`src/rtl/w5300_udp_rx.sv`:
```
// W5300 socket-n UDP receive engine.
// Polls RX_RSR, drains one UDP packet (8-byte header + payload) from RX_FIFOR
// into an external word buffer, reports the peer and length, then issues RECV.
module w5300_udp_rx #(
    parameter int N                    = 0,
    parameter int RX_BUFFER_ADDR_WIDTH = 12,
    parameter int POLL_CYCLES          = 1000
) (
    input  logic                            clk,
    input  logic                            rst_n,
    input  logic                            sock_ready,
    output logic                            bus_req,
    input  logic                            bus_gnt,
    output logic [11:0]                     caddr,
    output logic [15:0]                     wr_data,
    input  logic [15:0]                     rd_data,
    input  logic                            op_status,
    output logic [15:0]                     rx_data,
    output logic [RX_BUFFER_ADDR_WIDTH-1:0] rx_buffer_addr,
    output logic                            rx_we,
    output logic [31:0]                     peer_ip,
    output logic [15:0]                     peer_port,
    output logic [15:0]                     pkt_len,
    output logic                            pkt_valid,
    output logic                            overflow,
    output logic                            busy_n
);

    localparam logic [9:0]  BASE      = 10'h200 + 10'(N) * 10'h40;
    localparam logic [9:0]  A_RSR_HI  = BASE + 10'h28;
    localparam logic [9:0]  A_RSR_LO  = BASE + 10'h2A;
    localparam logic [9:0]  A_FIFOR   = BASE + 10'h30;
    localparam logic [9:0]  A_CR      = BASE + 10'h02;
    localparam logic [15:0] CMD_RECV  = 16'h0040;
    localparam logic [11:0] CADDR_IDLE = 12'hC00;
    localparam logic [16:0] DEPTH     = 17'd1 << RX_BUFFER_ADDR_WIDTH;
    localparam logic [31:0] POLL_LAST = 32'(POLL_CYCLES - 1);

    typedef enum logic [2:0] {
        S_IDLE, S_POLL_WAIT, S_RSR_HI, S_RSR_LO, S_HDR, S_DATA, S_RECV, S_DONE
    } state_t;

    state_t                          state_q;
    logic [31:0]                     timer_q;
    logic [15:0]                     idx_q;
    logic [15:0]                     words_q;
    logic                            rsr_hi_q;
    logic [11:0]                     caddr_q;
    logic [15:0]                     wr_data_q;
    logic [15:0]                     rx_data_q;
    logic [RX_BUFFER_ADDR_WIDTH-1:0] rx_addr_q;
    logic                            rx_we_q;
    logic [31:0]                     peer_ip_q;
    logic [15:0]                     peer_port_q;
    logic [15:0]                     pkt_len_q;
    logic                            pkt_valid_q;
    logic                            overflow_q;
    logic                            bus_req_q;
    logic                            busy_n_q;

    logic       acc_state;
    logic       acc_rd;
    logic [9:0] acc_addr;
    logic       acc_done;

    // Register address and direction of the access the current state needs.
    always_comb begin
        acc_state = 1'b1;
        acc_rd    = 1'b1;
        acc_addr  = A_FIFOR;
        case (state_q)
            S_RSR_HI: acc_addr = A_RSR_HI;
            S_RSR_LO: acc_addr = A_RSR_LO;
            S_HDR,
            S_DATA:   acc_addr = A_FIFOR;
            S_RECV: begin
                acc_rd   = 1'b0;
                acc_addr = A_CR;
            end
            default:  acc_state = 1'b0;
        endcase
    end

    // An access completes when op_status arrives while our address is valid.
    assign acc_done = !caddr_q[11] && op_status;

    // Main FSM plus bus access sequencing; all outputs are registered here.
    always_ff @(posedge clk) begin
        if (!rst_n) begin
            state_q     <= S_IDLE;
            timer_q     <= '0;
            idx_q       <= '0;
            words_q     <= '0;
            rsr_hi_q    <= 1'b0;
            caddr_q     <= CADDR_IDLE;
            wr_data_q   <= '0;
            rx_data_q   <= '0;
            rx_addr_q   <= '0;
            rx_we_q     <= 1'b0;
            peer_ip_q   <= '0;
            peer_port_q <= '0;
            pkt_len_q   <= '0;
            pkt_valid_q <= 1'b0;
            overflow_q  <= 1'b0;
            bus_req_q   <= 1'b0;
            busy_n_q    <= 1'b1;
        end else begin
            rx_we_q     <= 1'b0;
            pkt_valid_q <= 1'b0;

            case (state_q)
                S_IDLE: begin
                    if (sock_ready) begin
                        state_q  <= S_POLL_WAIT;
                        timer_q  <= '0;
                        busy_n_q <= 1'b0;
                    end
                end
                S_POLL_WAIT: begin
                    if (!sock_ready) begin
                        state_q  <= S_IDLE;
                        busy_n_q <= 1'b1;
                    end else if (timer_q == POLL_LAST) begin
                        state_q   <= S_RSR_HI;
                        bus_req_q <= 1'b1;
                    end else begin
                        timer_q <= timer_q + 32'd1;
                    end
                end
                S_RSR_HI: begin
                    if (acc_done) begin
                        rsr_hi_q <= rd_data[0];
                        state_q  <= S_RSR_LO;
                    end
                end
                S_RSR_LO: begin
                    if (acc_done) begin
                        if ({rsr_hi_q, rd_data} == 17'd0) begin
                            state_q   <= S_POLL_WAIT;
                            timer_q   <= '0;
                            bus_req_q <= 1'b0;
                        end else begin
                            state_q <= S_HDR;
                            idx_q   <= '0;
                        end
                    end
                end
                S_HDR: begin
                    if (acc_done) begin
                        idx_q <= idx_q + 16'd1;
                        case (idx_q[1:0])
                            2'd0: peer_ip_q[31:16] <= rd_data;
                            2'd1: peer_ip_q[15:0]  <= rd_data;
                            2'd2: peer_port_q      <= rd_data;
                            default: begin
                                // Payload is packed two bytes per word, odd sizes padded.
                                pkt_len_q <= rd_data;
                                words_q   <= 16'((17'(rd_data) + 17'd1) >> 1);
                                idx_q     <= '0;
                                state_q   <= (rd_data == 16'd0) ? S_RECV : S_DATA;
                            end
                        endcase
                    end
                end
                S_DATA: begin
                    if (acc_done) begin
                        // Words past the buffer are still read so the FIFO drains.
                        if ({1'b0, idx_q} < DEPTH) begin
                            rx_data_q <= rd_data;
                            rx_addr_q <= idx_q[RX_BUFFER_ADDR_WIDTH-1:0];
                            rx_we_q   <= 1'b1;
                        end else begin
                            overflow_q <= 1'b1;
                        end
                        idx_q <= idx_q + 16'd1;
                        if (idx_q == words_q - 16'd1) begin
                            state_q <= S_RECV;
                        end
                    end
                end
                S_RECV: begin
                    if (acc_done) begin
                        state_q     <= S_DONE;
                        pkt_valid_q <= 1'b1;
                    end
                end
                default: begin
                    state_q   <= S_POLL_WAIT;
                    timer_q   <= '0;
                    bus_req_q <= 1'b0;
                end
            endcase

            // Completion drops valid for one gap cycle; the next access may start right after.
            if (acc_state) begin
                if (acc_done) begin
                    caddr_q <= CADDR_IDLE;
                end else if (caddr_q[11] && bus_gnt) begin
                    caddr_q   <= {1'b0, acc_rd, acc_addr};
                    wr_data_q <= acc_rd ? 16'h0000 : CMD_RECV;
                end
            end
        end
    end

    assign bus_req        = bus_req_q;
    assign caddr          = caddr_q;
    assign wr_data        = wr_data_q;
    assign rx_data        = rx_data_q;
    assign rx_buffer_addr = rx_addr_q;
    assign rx_we          = rx_we_q;
    assign peer_ip        = peer_ip_q;
    assign peer_port      = peer_port_q;
    assign pkt_len        = pkt_len_q;
    assign pkt_valid      = pkt_valid_q;
    assign overflow       = overflow_q;
    assign busy_n         = busy_n_q;

endmodule

```
`config.mk`:
```
export PLATFORM = sky130hd
export DESIGN_NAME = w5300_udp_rx
export DESIGN_NICKNAME = d
export VERILOG_FILES = /design/src/rtl/w5300_udp_rx.sv
export SDC_FILE = /design/constraint.sdc
export NUM_CORES = 1
export LEC_CHECK = 0
export CORE_MARGIN = 5
export CORE_UTILIZATION = 49
export CTS_BUF_LIST = sky130_fd_sc_hd__clkbuf_4 sky130_fd_sc_hd__clkbuf_8
export DETAILED_ROUTE_END_ITERATION = 8
export GPL_TIMING_DRIVEN = 0
export PLACE_DENSITY = 0.79
export SLEW_MARGIN = 20
export SYNTH_ARGS = -nofsm -noshare
export SYNTH_HDL_FRONTEND = slang
export SYNTH_SLANG_ARGS = --single-unit
```
`constraint.sdc`:
```
create_clock -name clk -period 3.2 [get_ports clk]
set_input_delay 0.64 -clock clk [delete_from_list [all_inputs] [get_ports clk]]
set_output_delay 0.64 -clock clk [all_outputs]
set_load 0.02 [all_outputs]
```
==> impl_summary.log <==
[metrics] cell-internal power: 3.14 mW
[metrics] pwr/cell area: 420 nW/um^2
[metrics] crit share post-route: 0.954
[metrics] data required time of the worst path: 3580 ps
[metrics] num rows: 47
[metrics] via count: 8,051
[metrics] Net Sw Frac: 0.265
[metrics] post-synthesis async set-or-reset flop share: 0
[metrics] number of distinct library cell variants in the gate-level netlist after synthesis: 65
[metrics] clock root buffer: sky130_fd_sc_hd__clkbuf_8
[metrics] worst min-delay path category: reg2reg
[metrics] final standard cell count with taps included and fillers excluded: 1,444
[metrics] first-iteration detailed-routing DRC count: about 660
[metrics] # clock sinks: 173
[metrics] setup repair after global routing missed its margin: false
[metrics] share of total power in sequential cells: 0.514
[metrics] pin count of the biggest net entering global routing: 17
[metrics] hold violation total from the final report: 0
[metrics] placed inst area: 9630 sq um
[metrics] number of detailed-route iterations in the first pass: 5
[metrics] number of clock buffers inserted by TritonCTS: 17
[metrics] Yosys Warn Count: 0
[metrics] cell-by-cell trace of the critical path: clkdlybuf4s50_1 > nand4bb_1 > clkbuf_1 > nor3_1 > clkbuf_1 > nor2_1 > a211oi_1
[metrics] cell type with the highest occurrence count on the critical path: sky130_fd_sc_hd__clkbuf_1
[metrics] highest achievable clock rate: 0.327 GHz
[metrics] number of flops mapped to enable cells by yosys: 0
[metrics] number of synthesized register bits: between 150 and 200
[metrics] count of endpoints failing setup in the final report: 0
[metrics] cell count after synthesis: approximately 1,100
[metrics] chip height: 139 um
[metrics] critical path data arrival time: approximately 3400 ps
[metrics] area of the core: 16,500 sq um
[metrics] max-slew violation total from the final report: 0
[metrics] layout cell share with drive strength beyond 1: 0.0752
[metrics] Synth Cell Area: 8160 sq um
[metrics] count of fill cells added during filler insertion: 1,447
[metrics] Die ar.: 19,300 sq um
[metrics] combinational group share of total power: 0.096
[metrics] critical path's largest stage delay: 940 ps
[metrics] crit path kind: in2reg
[metrics] share of the yosys chip area belonging to registers: 0.424
[metrics] worst clock skew on the final layout: about 11 ps
[metrics] placed instance count: 1,407
[metrics] maximum level of the CTS H-tree: 4
[metrics] commonest cells after routing, fill and taps aside: 240 x sky130_fd_sc_hd__nand2_1, 173 x sky130_fd_sc_hd__dfxtp_1, 143 x sky130_fd_sc_hd__a21oi_1, 110 x sky130_fd_sc_hd__clkdlybuf4s50_1, 66 x sky130_fd_sc_hd__nor2_1
[metrics] TritonCTS clock tree: built
[metrics] overall power: roughly 4.3 mW
[metrics] status: complete, no violations
[metrics] via-per-instance ratio: 5.58
[metrics] Post-Synthesis Mean Instance Area: 7.73 sq um
[metrics] portion of total power attributed to the clock network: 0.389
[metrics] Total Wirelength: 23,800 um
[metrics] nature of the critical path endpoint: flip-flop
[metrics] startpoint type of the worst setup path: input pin
[metrics] post-route design area: roughly 10,000 sq um
[metrics] wire length of the first global-routing pass: 38,000 um
[metrics] total buffers and inverters traversed by the critical path: 3
[metrics] half-perimeter wire length after detailed placement: 16,900 um
[metrics] effective utilization at floorplan: 0.496
[metrics] Final GP Congestion: 0.923
[metrics] normalized max-slew margin: 0.223
[metrics] Die W: about 140 um
[metrics] leakage power: 3.36 nW
[metrics] buffers added on ports: 112
[metrics] Area Growth Syn to Fin: 24.7%
[metrics] shortest clock period the worst path allows after layout: 3050 ps
[metrics] DRC violations left: 0
[metrics] Most used DFF post-synth: sky130_fd_sc_hd__dfxtp_1
[metrics] max capacitance violation total: 0
[metrics] Worst-Skew Late Latency: approximately 470 ps
[metrics] leading cell type in the layout, fill and taps excluded: sky130_fd_sc_hd__nand2_1
[metrics] kind of cell adding the most delay to the critical path: simple AND/OR/NAND/NOR gates
[metrics] Hold WS: 457 ps
[metrics] GRT Residual Overflow: 0
[metrics] via count of the first global-routing pass: 7,256
[metrics] library cell contributing the largest single delay on the critical path: sky130_fd_sc_hd__nor3_1
[metrics] switching power of the nets: 1.13 mW
[metrics] buffers from clock root to sink, at most: 2
[metrics] number of top-level design ports: approximately 150
[metrics] number of antenna violations at the first check in global routing: 0
[metrics] Clk pin slew, worst setup/hold paths: 90 ps
[metrics] final antenna-violating net count: 0
[metrics] transition time of the tightest slew-check pin: ~1200 ps
[metrics] total number of nets in the final design: 1,240
[metrics] maximum net fanout on the critical path: 10
[metrics] WL per Instance: ~17 um
[metrics] maximum vdd drop: roughly 0.34 mV
[metrics] overall fraction of global-route tracks in use: 0.238
[final cells by class]
type | count | area (sq um) | share of cell area
Timing Repair Buffer | 117 | 1160 | 0.114
Clock inverter | 12 | 160 | 0.0157
Multi-Input combinational cell | 782 | 4260 | 0.418
Antenna cell | 1 | 2.50 | 0.000246
Clock buffer | 20 | 269 | 0.0264
Sequential cell | 173 | 3460 | 0.340
Buffer | 97 | 508 | 0.0499
Inverter | 22 | 82.6 | 0.00811
Tap cell | 220 | 275 | 0.0270
[power by group through the flow]
stage / sequential [mW] / combinational (mW) / clock (mW)
finish: 2.20 / 0.411 / 1.66
global route: 2.20 / 0.444 / 1.78
CTS: 2.20 / 0.403 / 1.68
detailed placement: 2.25 / 0.394 / 0
global placement: 2.24 / 0.392 / 0
floorplan: 2.25 / 0.265 / 0
[through the flow]
step | utilization | setup WS, ps | TNS [ps]
after floorplan | - | 111 | 0
after global placement | 0.585 | -715 | -31370
after detailed placement | 0.585 | -779 | -36120
after CTS | 0.615 | 0.691 | 0
after global routing | 0.618 | 20.3 | 0
final | 0.618 | 146 | 0
[state kept, by name, indices dropped and copies added, names as in the netlist, 3 cells and up]
| signal | cells |
|---|---|
| peer_ip | 32 |
| timer_q | 32 |
| idx_q | 16 |
| peer_port | 16 |
| pkt_len | 16 |
| rx_data | 16 |
| words_q | 16 |
| rx_buffer_addr | 12 |
| caddr | 7 |
| state_q | 3 |
[kinds of logic (layout without fill, tap and decap cells)]
family / count (synthesis) / in the layout / synth area share
AND/OR/NAND/NOR: 455 / 455 / 0.265
AO/OA/AOI/OAI: 250 / 250 / 0.176
flip-flops: 173 / 173 / 0.424
buffers and inverters: 120 / 268 / 0.0692
XOR/XNOR: 46 / 46 / 0.0494
adder cells (fa/ha/maj): 9 / 9 / 0.0138
multiplexers: 2 / 2 / 0.00245
other: 1 / 21 / 0.000460
[worst paths after layout]
path | end | startpoint | cells past startpoint | slack, ps
worst max-delay path | words_q[5] | op_status | 7 | 150
worst min-delay path | peer_ip[5] | peer_ip[5] | 2 | 460
worst max register to register | state_q[1] | words_q[2] | 7 | 160
worst min register to register | peer_ip[5] | peer_ip[5] | 2 | 460
[synthesized netlist by cell type, drive strengths merged (3+ instances only)]
| cell type | n | area (sq um) |
|---|---|---|
| a2111oi | 5 | 45.0 |
| a211oi | 15 | 113 |
| a21oi | 145 | 726 |
| a31oi | 7 | 43.8 |
| and2 | 9 | 56.3 |
| and3 | 6 | 37.5 |
| and4 | 6 | 52.6 |
| buf | 34 | 241 |
| clkbuf | 64 | 240 |
| dfxtp | 173 | 3460 |
| ha | 9 | 113 |
| inv | 22 | 82.6 |
| nand2 | 240 | 901 |
| nand3 | 21 | 105 |
| nand4 | 17 | 113 |
| nor2 | 66 | 248 |
| nor2b | 4 | 25.0 |
| nor3 | 15 | 75.1 |
| nor3b | 4 | 35.0 |
| nor4 | 16 | 130 |
| nor4b | 6 | 67.6 |
| o21ai | 43 | 215 |
| o31ai | 7 | 52.6 |
| or2 | 3 | 18.8 |
| or3 | 24 | 150 |
| or4 | 10 | 75.1 |
| xnor2 | 30 | 263 |
| xor2 | 16 | 140 |
[worst register-to-register path: stages (launching register included)]
cell,delay [ps]
sky130_fd_sc_hd__dfxtp_1,310
sky130_fd_sc_hd__clkbuf_1,210
sky130_fd_sc_hd__or4_1,610
sky130_fd_sc_hd__or4b_1,530
sky130_fd_sc_hd__a211o_1,300
sky130_fd_sc_hd__o311a_1,130
sky130_fd_sc_hd__a2111oi_1,690
sky130_fd_sc_hd__o311a_1,220
[metal layers]
metal  vias up  share of wire  routed length [um]  global-route usage
met1      3811           0.42               10000               0.302
met4         0          0.030                 707              0.0953
met5         -              0                   0                   0
li1       3897              -                   -                   -
met3        49          0.068                1620              0.0493
met2       294           0.48               11500               0.397
[repair_timing]
item | in CTS | in global routing
pin swaps | 2 | 2
hold buffers | 0 | 0
cloned | 0 | 1
setup endpoints to repair | 36 | 33
buffers inserted | 3 | 1
resized for setup | 11 | 15
(Power assumes the default switching activity.)
